## src/rtl/cyc_counters_dumper.sv

```systemverilog
// cyc_counters_dumper
//   Walks the cycle-accounting counter bank over its SRAM-like CSR port and
//   streams a tear-free 64-bit snapshot of every counter on a valid/ready
//   interface. The status register is saved first and written back at the end,
//   so counting resumes on the originally enabled counter.
//
//   XLEN selects the counter-interface data width (32 or 64) and stands in for
//   CVA6Cfg.XLEN of the core configuration.
//
//   Optional feature, macro CYC_DUMP_CLEAR_EN: when defined, every counter is
//   cleared right after it has been captured (clear-on-read dump). When it is
//   undefined, the only bank writes are the select writes and the final
//   status restore.
module cyc_counters_dumper #(
    parameter int unsigned XLEN           = 64,
    parameter int unsigned CycAccountRegs = 8,
    parameter logic [11:0] CsrCntStatus   = 12'h7C0,
    parameter logic [11:0] CsrCntData     = 12'h7C1,
    parameter logic [11:0] CsrCntDataH    = 12'h7C2
) (
    input  logic            clk_i,
    input  logic            rst_ni,
    input  logic            start_i,
    output logic            busy_o,
    output logic            done_o,
    output logic [11:0]     addr_o,
    output logic            we_o,
    output logic [XLEN-1:0] wdata_o,
    input  logic [XLEN-1:0] rdata_i,
    output logic            snap_valid_o,
    input  logic            snap_ready_i,
    output logic [15:0]     snap_idx_o,
    output logic [63:0]     snap_data_o
);

    localparam logic [15:0] LastIdx = 16'(CycAccountRegs - 1);
    localparam bit          Wide    = (XLEN == 64);

    // S_RD is the single-cycle 64-bit read; S_HI1/S_LO/S_HI2 form the
    // high-low-high sequence that makes a 32-bit read of a running counter
    // tear-free.
    typedef enum logic [3:0] {
        S_IDLE,
        S_SAVE,
        S_SEL,
        S_RD,
        S_HI1,
        S_LO,
        S_HI2,
        S_PUSH,
        S_RESTORE
`ifdef CYC_DUMP_CLEAR_EN
        ,
        S_CLR,
        S_CLR_HI
`endif
    } state_t;

    // State reached once a counter value has been captured.
`ifdef CYC_DUMP_CLEAR_EN
    localparam state_t CapNext = S_CLR;
`else
    localparam state_t CapNext = S_PUSH;
`endif

    state_t      state_reg, state_next;
    logic [31:0] orig_reg, orig_next;
    logic [15:0] idx_reg, idx_next;
    logic [31:0] hi_reg, hi_next;
    logic [31:0] lo_reg, lo_next;
    logic [63:0] data_reg, data_next;

    logic [63:0] rdata_ext;
    logic [63:0] wdata_full;
    logic [31:0] rdata_lo;

    // Read data widened to 64 bits so both widths share one datapath.
    generate
        if (XLEN == 64) begin : g_rd64
            assign rdata_ext = rdata_i;
        end else begin : g_rd32
            assign rdata_ext = {32'h0, rdata_i};
        end
    endgenerate

    assign rdata_lo    = rdata_ext[31:0];
    assign wdata_o     = wdata_full[XLEN-1:0];
    assign snap_idx_o  = idx_reg;
    assign snap_data_o = data_reg;
    assign busy_o      = (state_reg != S_IDLE);

    // State and capture registers; reset mid-dump drops straight to idle.
    always_ff @(posedge clk_i or negedge rst_ni) begin
        if (!rst_ni) begin
            state_reg <= S_IDLE;
            orig_reg  <= 32'h0;
            idx_reg   <= 16'h0;
            hi_reg    <= 32'h0;
            lo_reg    <= 32'h0;
            data_reg  <= 64'h0;
        end else begin
            state_reg <= state_next;
            orig_reg  <= orig_next;
            idx_reg   <= idx_next;
            hi_reg    <= hi_next;
            lo_reg    <= lo_next;
            data_reg  <= data_next;
        end
    end

    // Next-state logic and bank/stream outputs; idle drives a status read.
    always_comb begin
        state_next   = state_reg;
        orig_next    = orig_reg;
        idx_next     = idx_reg;
        hi_next      = hi_reg;
        lo_next      = lo_reg;
        data_next    = data_reg;
        addr_o       = CsrCntStatus;
        we_o         = 1'b0;
        wdata_full   = 64'h0;
        snap_valid_o = 1'b0;
        done_o       = 1'b0;

        case (state_reg)
            S_IDLE: begin
                if (start_i) begin
                    state_next = S_SAVE;
                end
            end

            S_SAVE: begin
                // Status is on rdata_i already because idle/save address it.
                orig_next  = rdata_lo;
                idx_next   = 16'h0;
                state_next = S_SEL;
            end

            S_SEL: begin
                // Keep the enabled counter, only retarget the read selector.
                we_o       = 1'b1;
                wdata_full = {32'h0, orig_reg[31:16], idx_reg};
                state_next = Wide ? S_RD : S_HI1;
            end

            S_RD: begin
                addr_o     = CsrCntData;
                data_next  = rdata_ext;
                state_next = CapNext;
            end

            S_HI1: begin
                addr_o     = CsrCntDataH;
                hi_next    = rdata_lo;
                state_next = S_LO;
            end

            S_LO: begin
                addr_o     = CsrCntData;
                lo_next    = rdata_lo;
                state_next = S_HI2;
            end

            S_HI2: begin
                // An unchanged high word proves the low word did not wrap
                // between the two high reads; otherwise re-read the low word.
                addr_o = CsrCntDataH;
                if (rdata_lo == hi_reg) begin
                    data_next  = {hi_reg, lo_reg};
                    state_next = CapNext;
                end else begin
                    hi_next    = rdata_lo;
                    state_next = S_LO;
                end
            end

`ifdef CYC_DUMP_CLEAR_EN
            S_CLR: begin
                we_o       = 1'b1;
                addr_o     = CsrCntData;
                state_next = Wide ? S_PUSH : S_CLR_HI;
            end

            S_CLR_HI: begin
                we_o       = 1'b1;
                addr_o     = CsrCntDataH;
                state_next = S_PUSH;
            end
`endif

            S_PUSH: begin
                // Bank stays untouched while the sink stalls.
                snap_valid_o = 1'b1;
                if (snap_ready_i) begin
                    if (idx_reg == LastIdx) begin
                        state_next = S_RESTORE;
                    end else begin
                        idx_next   = 16'(idx_reg + 16'd1);
                        state_next = S_SEL;
                    end
                end
            end

            S_RESTORE: begin
                we_o       = 1'b1;
                wdata_full = {32'h0, orig_reg};
                done_o     = 1'b1;
                state_next = S_IDLE;
            end

            default: begin
                state_next = S_IDLE;
            end
        endcase
    end

endmodule

```

## config.mk

```make
export PLATFORM = sky130hd
export DESIGN_NAME = cyc_counters_dumper
export DESIGN_NICKNAME = d
export VERILOG_FILES = /design/src/rtl/cyc_counters_dumper.sv
export SDC_FILE = /design/constraint.sdc
export NUM_CORES = 1
export LEC_CHECK = 0
export CORE_MARGIN = 10
export CORE_UTILIZATION = 25
export DETAILED_ROUTE_END_ITERATION = 12
export SLEW_MARGIN = 10
export SYNTH_ARGS = -nofsm -noshare
export SYNTH_HDL_FRONTEND = slang
export SYNTH_SLANG_ARGS = --single-unit
```

## constraint.sdc

```tcl
create_clock -name clk_i -period 3 [get_ports clk_i]
set_clock_uncertainty 0.1 [all_clocks]
set_input_delay 0.9 -clock clk_i [delete_from_list [all_inputs] [get_ports clk_i]]
set_output_delay 0.9 -clock clk_i [all_outputs]
set_load 0.1 [all_outputs]
```

== Yosys cells after proc, flatten, opt, wreduce, memory -nomap -nowiden ==
Cells that the tools add are included.

* Eq/ne operators: 15
* Reductions and logical operators: 12
* Muxes and demuxes: 17
* $mul: 0
* Divide/modulo/power cells: 0
* $lt $le $gt $ge: 0
* Add/sub/neg operators: 1
* Shifts and indexed selects: 0
* Bitwise operators: 0

{| class="wikitable"
|+ Operators with widths
! cell !! number
|-
| one-hot mux 32 bit (2 select lines) || 2
|-
| one-hot mux 64 bit (2 select lines) || 1
|-
| two-way mux 64 bit || 1
|-
| equality test 32 bit || 1
|-
| two-way mux 16 bit || 2
|-
| two-way mux 32 bit || 1
|-
| one-hot mux 16 bit (2 select lines) || 1
|-
| one-hot mux 4 bit (8 select lines) || 1
|-
| adder 16 x 1 -> 16 bit, second input constant || 1
|-
| equality test 16 x 3 -> 1 bit, second input constant || 1
|-
| equality test 4 x 3 -> 1 bit, second input constant || 4
|-
| two-way mux 4 bit || 3
|-
| inequality test 2 bit, second input constant || 5
|-
| equality test 4 x 2 -> 1 bit, second input constant || 2
|-
| AND reduction 2 bit || 3
|-
| nonzero test 2 bit || 3
|-
| OR reduction 2 bit || 3
|-
| equality test 4 x 1 -> 1 bit, second input constant || 1
|-
| equality test 4 bit, second input constant || 1
|-
| logical NOT 4 bit || 1
|-
| one-hot mux 2 bit (2 select lines) || 1
|-
| nonzero test 4 bit || 1
|-
| two-way mux 1 bit || 3
|-
| AND reduction 3 bit || 1
|-
| two-way mux 2 bit || 1
|}

* Output and inout bits: 160
* Register bits: 180
* Memory bits (writable): 0
* Latch bits: 0
* Memories kept: 0
* Input bits: 68
* Memory bits (read-only): 0
* Logic and storage cells: 51

== Logic depth before layout (Yosys ltp) ==
* Depth in word-level cells: 4
* Mapped depth: 10
* Gate-level depth less buffers: 7

== Least setup slack after synthesis ==
No wires, ideal clock.

* Path kind: register -> output
* Start: register state_reg[1]
* End: output port wdata_o[0]
* Setup slack: -1.166 ns
* Path buffers: 2
* Data required time: 2.000 ns
* Arrival time: 3.166 ns
* Stages on the path, launching flop included: 5
* Cell sequence: dfrtp_1 clkbuf_1 nor4b_2 clkbuf_1 a22o_1

* Word-level cells in the longest chain between the ends: 2
* Elaborated cells on any way between the ends: 3
* Those cells by class: eq/ne: 2; mux: 1

{| class="wikitable"
|+ Ends and longest elaborated chain
! item !! RTL line !! source
|-
| start: declaration || 66 || <nowiki>state_t state_reg, state_next;</nowiki>
|-
| start signal: assignment || 102 || <nowiki>state_reg <= state_next;</nowiki>
|-
| equality test 4 bit / equality test 4 x 2 -> 1 bit (equally long branches) || 125 || <nowiki>case (state_reg)</nowiki>
|-
| one-hot mux 32 bit (2 select lines) (*) || 125 ||
|-
| end: declaration || 28 || <nowiki>output logic [XLEN-1:0] wdata_o,</nowiki>
|}

Every way passes the cells marked *; elsewhere a longest branch is shown, timed or not.

== Worst setup path in the final report ==
* Start: register state_reg[1]
* End: output port wdata_o[18]

Same word-level chain as after synthesis.

==> flow_summary.yaml <==
grt:
  grt_antenna_before_repair: 1
  grt_start_max_net_pins: 63
  first_global_vias: 6828
  grt_resource_usage_total: 0.1293
  grt_pass1_wl_microns: 43320
  globalRouteOverflowTotal: 0
route:
  drt_pass1_iterations: 6
  detail_route.wirelength_microns: 28490
  wl_per_cell_microns: 19.62
  drt-vias-per-instance: 4.322
  post-route-drc-count: 0
  routed-via-count: 6275
  antenna_left: 0
  drt-initial-drc-count: 415
floorplanning:
  num_rows: 68
  ioPinCount: 228
  die_y_microns: 207.9
  initial_standard_cell_utilization_of_the_core: 0.2541
  die_w_microns: 207.9
  dieArea_sq_um: 43200
  core_area_sq_um: 34710
synthesis:
  synthArstFlopShare: 1.000
  synth_edf_count: 0
  seq_area_frac_synth: 0.5106
  synthesis.area_per_instance_sq_um: 11.92
  synthesis.instances: 740
  yosysUniqueCellTypes: 41
  synth_flop_cell: "sky130_fd_sc_hd__dfrtp_1"
  post_synth_instance_area_sq_um: 8822
  ys_ff_latch: 180
  synth-warning-count: 0
place:
  place_congestion: 0.7531
  place.detailed.hpwl_microns: 21370
  port_bufs: 185
clock_tree:
  numCtsBuffers: 17
  htree_levels: 4
  clock_tree_from_tritoncts: "yes"
  path_clk_slew_ns: 0.07
  tritoncts_num_sinks: 180
  ctsRootBufferMaster: "sky130_fd_sc_hd__clkbuf_16"
  clock_tree.buffer_depth: 2
  worst_skew_pair.late_latency_ns: 0.44
layout:
  post_route_cells_drive_above_1_share: 0.4704
  insertedDiodeCount: 0
  fin_util: 0.3634
  final_nets: 1053
  layout_common_cells: "sky130_fd_sc_hd__mux2_2 (189), sky130_fd_sc_hd__dfrtp_1 (178), sky130_fd_sc_hd__buf_4 (146)"
  largest_reg_flops: 64
  syn_to_final_growth_pct: 43.00
  final_common_cell: "sky130_fd_sc_hd__mux2_2"
critical_path:
  crit_startpoint: "state_reg[1]"
  cp_data_required_time_ns: 2.00
  worst_path_largest_cell_delay_ns: 0.43
  ff_to_ff_setup_slack_ns: 0.41
  arrival_time_reported_for_the_critical_path_endpoint_ns: 1.94
  worstSetupPathType: "reg2out"
  crit_chain: "nor4b_4, buf_4, nor2_2, buf_6, nor2b_4, buf_12"
  cp-end-kind: "primary output"
  start_kind: "flop"
  critical_path.reg2reg.startpoint: "state_reg[2]"
  cp_slowest_cell: "sky130_fd_sc_hd__dfrtp_1"
  critical_path.max_fanout: 4
  reg2regPathDepth: 8
  timing.rr.end: "snap_data_o[30]"
timing:
  slew_violations: 0
  period_minus_slack_ns: 2.937
  timing.max_slew.rel_slack: 0.6126
  report.final.setup_viol: 0
  worstMarginPinSlew_ns: 0.5811
  grt_setup_unrepaired: "true"
  achievable-frequency_mhz: 340.4
  fin_worst_hold_slack_ns: 0.3724
  min_period_over_period: 0.9791
  timing_hold_violations_final: 0
worst_hold_path:
  hold_path_class: "in2async"
job:
  drv.max_cap_violation_count: 0
status:
  run_status: "complete, no violations"
## worst max-delay path by stage
stage	end	slack, ns	depth (start not counted)
after floorplan	wdata_o[0]	-0.06	4
after global routing	wdata_o[30]	-0.02	6
after global placement	snap_data_o[40]	-0.56	8
after CTS	wdata_o[23]	0.007	6
final	wdata_o[18]	0.06	6
after detailed placement	snap_data_o[35]	-0.50	8
## critical path: cells and delay by family (launching register included)
family                 cells  cell delay, ns
DFF                        1            0.43
buffers and inverters      3            0.52
and+or+nand+nor            3            0.54
## layer usage
metal	up-vias	wire length [microns]	GRT usage
met5	-	10	0
met2	173	13510	0.2080
li1	2957	-	-
met1	3123	12880	0.1640
met3	20	1751	0.04212
met4	2	345	0.03088
## cell type report
type	instances	area, sq um
repair buffers	266	2774
clock inverters	14	153.9
multi-input cells	514	4160
fillers	3430	22100
flip-flops and latches	180	4507
well taps	455	569.3
inverters	5	22.52
clock buffers	18	429.2
## through the flow
step	area, sq um	TNS, ns	std cells	setup WS (ns)
CTS	12580	0	1449	0.006638
global route	12620	-0.06691	1452	-0.01736
detailed placement	11890	-41.01	1409	-0.4983
finish	12620	0	1452	0.06264
global placement	11890	-47.40	1409	-0.5628
floorplan	9175	-0.4658	780	-0.05652
## synth_stat cells, types with 2 or more instances
cell type                  count  area share
sky130_fd_sc_hd__a21oi_1      10      0.0057
sky130_fd_sc_hd__a22o_1       16       0.016
sky130_fd_sc_hd__a31o_2        2      0.0020
sky130_fd_sc_hd__and2_1        4      0.0028
sky130_fd_sc_hd__and4_1        3      0.0030
sky130_fd_sc_hd__buf_1         2     0.00085
sky130_fd_sc_hd__buf_2        12      0.0068
sky130_fd_sc_hd__buf_4        45       0.038
sky130_fd_sc_hd__buf_6         8       0.010
sky130_fd_sc_hd__clkbuf_1     14      0.0060
sky130_fd_sc_hd__conb_1        2     0.00085
sky130_fd_sc_hd__dfrtp_1     180        0.51
sky130_fd_sc_hd__inv_1         4      0.0017
sky130_fd_sc_hd__mux2_2      189        0.24
sky130_fd_sc_hd__nand2_1     119       0.051
sky130_fd_sc_hd__nand3_1       7      0.0040
sky130_fd_sc_hd__nand4_1       9      0.0064
sky130_fd_sc_hd__nor2_1       12      0.0051
sky130_fd_sc_hd__nor2b_1      19       0.013
sky130_fd_sc_hd__nor3_1        5      0.0028
sky130_fd_sc_hd__nor4_1        7      0.0050
sky130_fd_sc_hd__nor4b_2       2      0.0034
sky130_fd_sc_hd__o21ai_0       9      0.0051
sky130_fd_sc_hd__or3_1         7      0.0050
sky130_fd_sc_hd__xnor2_1      36       0.036
sky130_fd_sc_hd__xor2_1        2      0.0020
## what timing repair did
action,in CTS,in global routing
cloned,0,2
pin swaps,3,3
resized for setup,9,9
setup endpoints to repair,97,27
hold buffers,0,0
setup buffers,8,2
## cells by family after synthesis
group | Yosys count | synth area share
xor gates and xnor gates | 38 | 0.03773
AOI/OAI and AO/OA | 39 | 0.03021
buffers and inverters | 87 | 0.06481
and+or+nand+nor | 203 | 0.1120
other | 2 | 0.0008513
DFF | 180 | 0.5106
adders and majority gates | 1 | 0.001418
muxes | 190 | 0.2424
Power is not shown: default switching activity piles up to over one toggle a cycle in this logic, so the estimate is an artifact.
